<file path="config.mk">
export PLATFORM = sky130hd
export DESIGN_NAME = mcycle_ctrl
export DESIGN_NICKNAME = d
export VERILOG_FILES = /design/src/rtl/mcycle_pkg.sv /design/src/rtl/mcycle_dec.sv /design/src/rtl/mcycle_ctrl.sv
export SDC_FILE = /design/constraint.sdc
export NUM_CORES = 1
export LEC_CHECK = 0
export CAP_MARGIN = 15
export CORE_UTILIZATION = 37
export DETAILED_ROUTE_END_ITERATION = 6
export PLACE_DENSITY = 0.76
export SYNTH_ARGS = -nofsm -noshare
export SYNTH_HDL_FRONTEND = slang
export SYNTH_SLANG_ARGS = --single-unit
export TNS_END_PERCENT = 20
</file>
<file path="constraint.sdc">
create_clock -name clk -period 1.9 [get_ports clk]
set_clock_uncertainty 0.05 [all_clocks]
set_input_delay 0.19 -clock clk [delete_from_list [all_inputs] [get_ports clk]]
set_output_delay 0.19 -clock clk [all_outputs]
set_load 0.02 [all_outputs]
</file>
<file path="src/rtl/mcycle_pkg.sv">
// Shared constants for the machine-cycle sequencer: chk_i field indices,
// ienb bit indices and the T-state encoding.
package mcycle_pkg;

  localparam int CHK_W  = 17;
  localparam int IENB_W = 7;

  localparam int CHK_GO6   = 0;
  localparam int CHK_DAD   = 1;
  localparam int CHK_HLT   = 2;
  localparam int CHK_DIO   = 3;
  localparam int CHK_GO_LO = 4;
  localparam int CHK_RW_LO = 8;
  localparam int CHK_CD_LO = 12;
  localparam int CHK_CCC   = 16;

  localparam int IE_RRD = 0;
  localparam int IE_RWR = 1;
  localparam int IE_COD = 2;
  localparam int IE_DAT = 3;
  localparam int IE_PC  = 4;
  localparam int IE_PD  = 5;
  localparam int IE_NXT = 6;

  localparam logic [2:0] MC_M1 = 3'd0;

  typedef enum logic [3:0] {
    ST_IDLE = 4'd0,
    ST_T1   = 4'd1,
    ST_T2   = 4'd2,
    ST_TW   = 4'd3,
    ST_T3   = 4'd4,
    ST_T4   = 4'd5,
    ST_T5   = 4'd6,
    ST_T6   = 4'd7,
    ST_HALT = 4'd8
  } state_e;

  // Per-cycle nibble fields (cycgo / cycrw / cyccd), bit k belongs to M(k+2).
  function automatic logic [3:0] nib(input logic [CHK_W-1:0] chk, input int lo);
    return chk[lo +: 4];
  endfunction

endpackage

</file>
<file path="src/rtl/mcycle_dec.sv">
// Moore output decoder: (state, mcyc, chk_i) -> ienb, ale, rd_, wr_.
// TW repeats the T2 strobes except the one-shot PC_ increment.
module mcycle_dec
  import mcycle_pkg::*;
(
  input  state_e              i_state,
  input  logic [2:0]          i_mcyc,
  input  logic [CHK_W-1:0]    i_chk,
  output logic [IENB_W-1:0]   o_ienb,
  output logic                o_ale,
  output logic                o_rd_n,
  output logic                o_wr_n
);

  logic [1:0] w_k;
  logic       w_m1;
  logic [3:0] w_rw;
  logic [3:0] w_cd;
  logic       w_unused;

  assign w_k  = 2'(i_mcyc - 3'd1);
  assign w_m1 = (i_mcyc == MC_M1);
  assign w_rw = nib(i_chk, CHK_RW_LO);
  assign w_cd = nib(i_chk, CHK_CD_LO);
  assign w_unused = ^{i_chk[CHK_DAD], i_chk[CHK_HLT], i_chk[CHK_DIO],
                      i_chk[CHK_GO_LO+1 +: 3], i_chk[CHK_CCC]};

  always_comb begin
    o_ienb = '0;
    o_ale  = 1'b0;
    o_rd_n = 1'b1;
    o_wr_n = 1'b1;
    // PD_/NXT qualify the whole data cycle, T1 included.
    if (!w_m1 && (i_state inside {ST_T1, ST_T2, ST_TW, ST_T3})) begin
      o_ienb[IE_PD]  = w_cd[w_k];
      o_ienb[IE_NXT] = i_mcyc[0];
    end
    case (i_state)
      ST_T1: o_ale = 1'b1;
      ST_T2, ST_TW: begin
        if (!w_m1 && w_rw[w_k]) begin
          o_wr_n         = 1'b0;
          o_ienb[IE_RRD] = 1'b1;
        end else begin
          o_rd_n        = 1'b0;
          o_ienb[IE_PC] = (i_state == ST_T2) && (w_m1 || !w_cd[w_k]);
        end
      end
      ST_T3: begin
        if (w_m1) begin
          o_rd_n         = 1'b0;
          o_ienb[IE_COD] = 1'b1;
        end else if (w_rw[w_k]) begin
          o_wr_n         = 1'b0;
          o_ienb[IE_RRD] = 1'b1;
        end else begin
          o_rd_n         = 1'b0;
          o_ienb[IE_DAT] = 1'b1;
          o_ienb[IE_RWR] = 1'b1;
        end
      end
      ST_T4: begin
        if (!i_chk[CHK_GO6] && !i_chk[CHK_GO_LO]) begin
          o_ienb[IE_RRD] = 1'b1;
          o_ienb[IE_RWR] = 1'b1;
        end
      end
      ST_T6: begin
        if (!i_chk[CHK_GO_LO]) begin
          o_ienb[IE_RRD] = 1'b1;
          o_ienb[IE_RWR] = 1'b1;
        end
      end
      default: ;
    endcase
  end

endmodule

</file>
<file path="src/rtl/mcycle_ctrl.sv">
// Machine-cycle / T-state sequencer (M1 fetch plus up to four data cycles).
// Define MCYCLE_READY_EN to stretch T2 with TW wait states while ready is low.
module mcycle_ctrl
  import mcycle_pkg::*;
(
  input  logic                clk,
  input  logic                rst_,
  input  logic [CHK_W-1:0]    chk_i,
  input  logic                ready,
  output logic [IENB_W-1:0]   ienb,
  output logic                ale,
  output logic                rd_,
  output logic                wr_,
  output logic                hlta,
  output logic [2:0]          mcyc,
  output logic [3:0]          o_dbg_state
);

  state_e     r_state;
  state_e     w_state_nxt;
  logic [2:0] r_mcyc;
  logic [2:0] w_mcyc_nxt;
  logic [3:0] w_go;
  logic       w_m1;
  logic       w_more;
  logic       w_close;

  assign w_go   = nib(chk_i, CHK_GO_LO);
  assign w_m1   = (r_mcyc == MC_M1);
  assign w_more = w_m1 ? w_go[0] : ((r_mcyc < 3'd4) && w_go[r_mcyc[1:0]]);

  always_ff @(posedge clk or negedge rst_) begin
    if (!rst_) begin
      r_state <= ST_IDLE;
      r_mcyc  <= MC_M1;
    end else begin
      r_state <= w_state_nxt;
      r_mcyc  <= w_mcyc_nxt;
    end
  end

  // ready handshake: sampled at the end of T2/TW; high lets the access
  // proceed to T3, low holds it in TW. Ignored unless MCYCLE_READY_EN.
  always_comb begin
    w_state_nxt = r_state;
    w_mcyc_nxt  = r_mcyc;
    w_close     = 1'b0;
    case (r_state)
      ST_IDLE: begin
        w_state_nxt = ST_T1;
        w_mcyc_nxt  = MC_M1;
      end
      ST_T1: w_state_nxt = ST_T2;
`ifdef MCYCLE_READY_EN
      ST_T2, ST_TW: w_state_nxt = ready ? ST_T3 : ST_TW;
`else
      ST_T2, ST_TW: w_state_nxt = ST_T3;
`endif
      ST_T3: begin
        if (w_m1) w_state_nxt = ST_T4;
        else      w_close     = 1'b1;
      end
      ST_T4: begin
        if (chk_i[CHK_GO6]) w_state_nxt = ST_T5;
        else                w_close     = 1'b1;
      end
      ST_T5:   w_state_nxt = ST_T6;
      ST_T6:   w_close     = 1'b1;
      ST_HALT: w_state_nxt = ST_HALT;
      default: w_state_nxt = ST_IDLE;
    endcase
    if (w_close) begin
      if (w_more) begin
        w_state_nxt = ST_T1;
        w_mcyc_nxt  = r_mcyc + 3'd1;
      end else if (chk_i[CHK_HLT]) begin
        w_state_nxt = ST_HALT;
        w_mcyc_nxt  = MC_M1;
      end else begin
        w_state_nxt = ST_T1;
        w_mcyc_nxt  = MC_M1;
      end
    end
  end

`ifndef MCYCLE_READY_EN
  logic w_unused_ready;
  assign w_unused_ready = ready;
`endif

  mcycle_dec u_dec (
    .i_state (r_state),
    .i_mcyc  (r_mcyc),
    .i_chk   (chk_i),
    .o_ienb  (ienb),
    .o_ale   (ale),
    .o_rd_n  (rd_),
    .o_wr_n  (wr_)
  );

  always_comb begin
    hlta        = (r_state == ST_HALT);
    mcyc        = r_mcyc;
    o_dbg_state = r_state;
  end

endmodule

</file>
; Word-level counts from Yosys, hierarchy flattened
; Cells that the tools add are included.
[word_totals]
input_bits = 20
output_inout_bits = 18
register_bits = 7
word_cells = 73
[op_classes]
n_addsub = 2
reduce_logical = 16
n_mux = 39
n_lt_le_gt_ge = 3
eq_ne = 11
[ops]
columns = op, count
row1 = case mux 4 bit (8 select lines), 1
row2 = two-way mux 4 bit, 5
row3 = two-way mux 1 bit, 17
row4 = equality test 4 x 3 -> 1 bit (second input constant), 4
row5 = two-way mux 2 bit, 5
row6 = two-way mux 3 bit, 3
row7 = equality test 4 x 2 -> 1 bit (second input constant), 2
row8 = binary-select mux 1 bit (select 2 bit), 3
row9 = less-than comparator 2 x 3 -> 1 bit (second input constant), 2
row10 = case mux 1 bit (3 select lines), 2
row11 = logical AND 1 bit, 5
row12 = equality test 4 x 1 -> 1 bit (second input constant), 1
row13 = equality test 4 bit (second input constant), 1
row14 = zero test 1 bit, 4
row15 = zero test 4 bit, 1
row16 = case mux 1 bit (2 select lines), 2
row17 = case mux 1 bit (4 select lines), 1
row18 = nonzero test 4 bit, 1
row19 = adder 3 x 1 -> 3 bit (second input constant), 1
row20 = zero test 3 bit, 1
row21 = less-than comparator 3 bit (second input constant), 1
row22 = != test 3 x 2 -> 1 bit (second input constant), 1
row23 = != test 3 bit (second input constant), 1
row24 = AND reduction 3 bit, 1
row25 = other kinds (5), 5

; Logic depth before layout (Yosys ltp)
[logic_depth]
depth_word = 8
depth_mapped = 7

; Cells and area by module
; Synthesis repeated with hierarchy kept, for this count alone.
[hier_totals]
cells_unflattened = 81
area_unflattened_um2 = 688.2
[modules_own_cells]
columns = module, instances, area_per_inst_um2, cells_per_inst
row1 = mcycle_ctrl, 1, 459.2, 50
row2 = mcycle_dec, 1, 229.0, 31

; Least setup slack after synthesis
; Ideal clock, no wire load.
[synth_path]
kind = register to output
start = register r_mcyc[0], in the netlist mcyc[0]
end = output port ienb[3]
arrival_time_ps = 2038
setup_slack_ps = -378
required_ps = 1660
stages_incl_launch_ff = 6
n_path_buf = 1
cell_sequence = dfrtp_1 buf_6 inv_1 ha_1 mux4_2 nor4_1
[synth_via]
elab_chain_cells = 6
word_cells_on_any_way = 7
cone_classes = 1 x add/sub / 5 x mux / 1 x reduce/logical
[synth_lines]
columns = item, line
row1 = "start, declared", mcycle_ctrl.sv:21  ; logic [2:0] r_mcyc;
row2 = "start signal, assigned", mcycle_ctrl.sv:38  ; r_mcyc <= w_mcyc_nxt;
row3 = subtractor 2 x 1 -> 2 bit, mcycle_dec.sv:21  ; assign w_k = 2'(i_mcyc - 3'd1);
row4 = binary-select mux 1 bit (select 2 bit), mcycle_dec.sv:53  ; end else if (w_rw[w_k]) begin
row5 = two-way mux 1 bit (implied by the code), mcycle_dec.sv:53
row6 = two-way mux 1 bit, mcycle_dec.sv:53
row7 = two-way mux 1 bit (*), mcycle_dec.sv:50  ; if (w_m1) begin
row8 = two-way mux 2 bit (*), mcycle_dec.sv:38  ; case (i_state)
row9 = "end, declared", mcycle_ctrl.sv:10  ; output logic [IENB_W-1:0] ienb,
; Mark *: on every way between the ends. The rest lies on a longest branch, timed or not. The select of a mux whose other input is x is not followed.

; Worst setup path after layout
[layout_path]
start = register r_mcyc[0], in the netlist mcyc[0]
end = output port ienb[1]
[layout_via]
elab_chain_cells = 6
word_cells_on_any_way = 7
cone_classes = 1 x add/sub / 5 x mux / 1 x reduce/logical
[layout_lines]
columns = item, line
row1 = subtractor 2 x 1 -> 2 bit, mcycle_dec.sv:21
row2 = binary-select mux 1 bit (select 2 bit), mcycle_dec.sv:53
row3 = two-way mux 1 bit (implied by the code), mcycle_dec.sv:53
row4 = two-way mux 1 bit, mcycle_dec.sv:53
row5 = two-way mux 2 bit (*), mcycle_dec.sv:50
row6 = case mux 1 bit (3 select lines) (*), mcycle_dec.sv:38
; Marked as above.

==> qor.csv <==
metric,value,unit
cts_num_sinks,7,
hold_path_class,in2async,
period_needed,2.04,ns
fp.dieW,44.5,um
seqPwrFrac,13.1,%
dp_slack,-0.445,ns
cts_buffer_depth,2,
p_total,1990,uW
max_cap_viol_count,0,
detail-route-antenna-nets,0,
grt_max_degree,10,
grt_pass1_wl,3480,um
root_buffer,clkbuf_4,
multiInputGateArea,499,sq um
ys_warn_count,0,
rows,14,
synth_cells,72,
die-area,1980,sq um
syn2layout_area_growth,81.6,%
hold_viol_final,0,
ys_seq_elements,7,
violations,negative setup slack,
synth.avg_cell_area,9.28,sq um
drt-wirelength-per-cell,15.0,um
cts_inserted_buffers,3,
vias_per_cell,5.31,
yosysSeqAreaShare,26.2,%
final_area,1210,sq um
final_nets,146,
yosys_most_used_dff,dfrtp_1,
ys_top_cells_by_area,"dfrtp_1 (26%), buf_6 (5.1%), mux4_1 (3.9%)",
numPortBuffers,33,
critPathLaunchType,flop,
clk_pin_slew_worst_paths,0.05,ns
worstPathRequired,1.66,ns
maxSlewViolCount,0,
routed_wl,2210,um
final_core_util,76.1,%
hpwl,1610,um
worstMarginPinSlew,0.454,ns
dr.pass1.iters,4,
critPathKind,reg2out,
intPower,1050,uW
max_freq,489,MHz
clk_latency,0.26,ns
fp.coreArea,1590,sq um
synth_top_area_cell,dfrtp_1,
synth_nets,94,
p_leak,0.000522,uW
dr.first_iter.drc_count,12,
cts_tree,yes,
endpoint_kind,primary output,
fill_cells,106,
die_y,44.5,um
setup_violations,7,
layout_common_cells,"buf_4 (24), clkdlybuf4s50_1 (22), dfrtp_1 (7)",
synth_top_area_share,26.2,%
cts_max_level,1,
crit_path_max_fanout,4,
async_reset_ff_share,100,%
boundaryPins,38,
power_frac_comb,80.0,%
dpl_cell_area,1140,sq um
clockPowerShare,6.9,%
final_common_cell,buf_4,
period_share,108,%
synth_edf_count,0,
diodes,0,
place_congestion,0.757,
synth_area,668,sq um
grt-ovfl-total,0,
status,finished with violations,
arrival,1.80,ns
regArea,175,sq um
layout_setup_ws,-0.143,ns
vias,781,
drc_errors,0,
start_util,41.9,%
layout-drive-gt1-share,42.3,%
grt_pass1_vias,801,
slew_headroom,69.7,%
peakVddDrop,949,uV
grt_usage,24.8,%
power.density,1640,nW/um^2
rsz0062_at_grt,true,
synth.distinct_cells,37,
p_sw_share,47.3,%
fin_setup_tns,-0.576,ns
power.switching,939,uW
antenna_found_initial,0,
worst paths after layout:
check                                                 from                    endpoint  slack [ns]  depth (start not counted)
worst min register to register  o_dbg_state[3]$_DFFE_PN0P_  o_dbg_state[1]$_DFFE_PN0P_        0.58                          2
worst max-delay path                   mcyc[0]$_DFFE_PN0P_                     ienb[1]       -0.14                          5
max in group asynchronous                             rst_         mcyc[1]$_DFFE_PN0P_        1.41                          1
worst max register to register         mcyc[0]$_DFFE_PN0P_  o_dbg_state[3]$_DFFE_PN0P_        0.15                          7
worst min-delay path                                  rst_  o_dbg_state[1]$_DFFE_PN0P_        0.14                          1
min in group clk                                  chk_i[2]  o_dbg_state[0]$_DFFE_PN0P_        0.51                          2
per-stage QoR:
step	hold WS [ns]	std cells
2_1_floorplan	-0.156	72
3_3_place_gp	0.413	138
3_5_place_dp	0.419	138
4_1_cts	0.146	144
5_1_grt	0.156	147
6_report	0.144	147
layer usage:
metal | share of wire (%) | global-route usage [%] | routed length [um]
met1 | 40 | 27.9 | 886
met2 | 55 | 46.2 | 1220
met3 | 4.5 | 7.76 | 100
met4 | 0 | 3.64 | 0
met5 | 0 | 0 | 0
power by group through the flow:
stage               Sequential (uW)  Combinational, uW  Clock [uW]
finish                          260               1590         137
global route                    269               1700         154
CTS                             260               1500         140
detailed placement              257               1460           0
global placement                254               1430           0
floorplan                       308                857           0
state kept, by name (all words and copies together), names as in the netlist:
name,flops
o_dbg_state,4
mcyc,3
cells in the mapped netlist (2+ instances only):
master    instances
xnor2_1           2
buf_2             2
nand3_1           3
ha_1              2
nor2b_1           2
o22ai_1           3
buf_6             3
nand2_1           6
nor4_1            3
inv_1             2
or3b_1            2
nor4b_1           3
nor2_1            5
dfrtp_1           7
nand2b_1          3
nor3_1            3
kinds of logic (layout without fill, tap and decap cells):
| logic type | count (synthesis) | in the layout | synth area share, % |
|---|---|---|---|
| flip-flops | 7 | 7 | 26.2 |
| multiplexers | 3 | 3 | 8.99 |
| buffers and inverters | 9 | 60 | 9.36 |
| XOR/XNOR | 2 | 2 | 2.62 |
| AND/OR/NAND/NOR | 36 | 36 | 32.0 |
| AO/OA/AOI/OAI | 13 | 13 | 17.0 |
| adder cells (fa/ha/maj) | 2 | 2 | 3.74 |
critical path, stage by stage, from the launching register on:
cell     delay, ns
dfrtp_1       0.37
inv_2         0.07
ha_4          0.28
mux4_2        0.39
o41ai_4       0.24
buf_4         0.20
final cells by class:
cell class	instances	area share, %
timing repair buffer	54	39.2
sequential	7	14.4
clock buffer	4	2.16
inverter	2	0.619
multi-input combinational	56	41.1
tap	24	2.47
timing repair:
item / CTS / global route
hold buffers: 0 / 0
setup endpoints to repair: 11 / 10
endpoints found under the hold margin: 0 / 0
gates resized for setup: 46 / 13
pin swaps: 2 / 3
buffers inserted: 2 / 3
No activity file was read; power rests on OpenSTA's default activity.
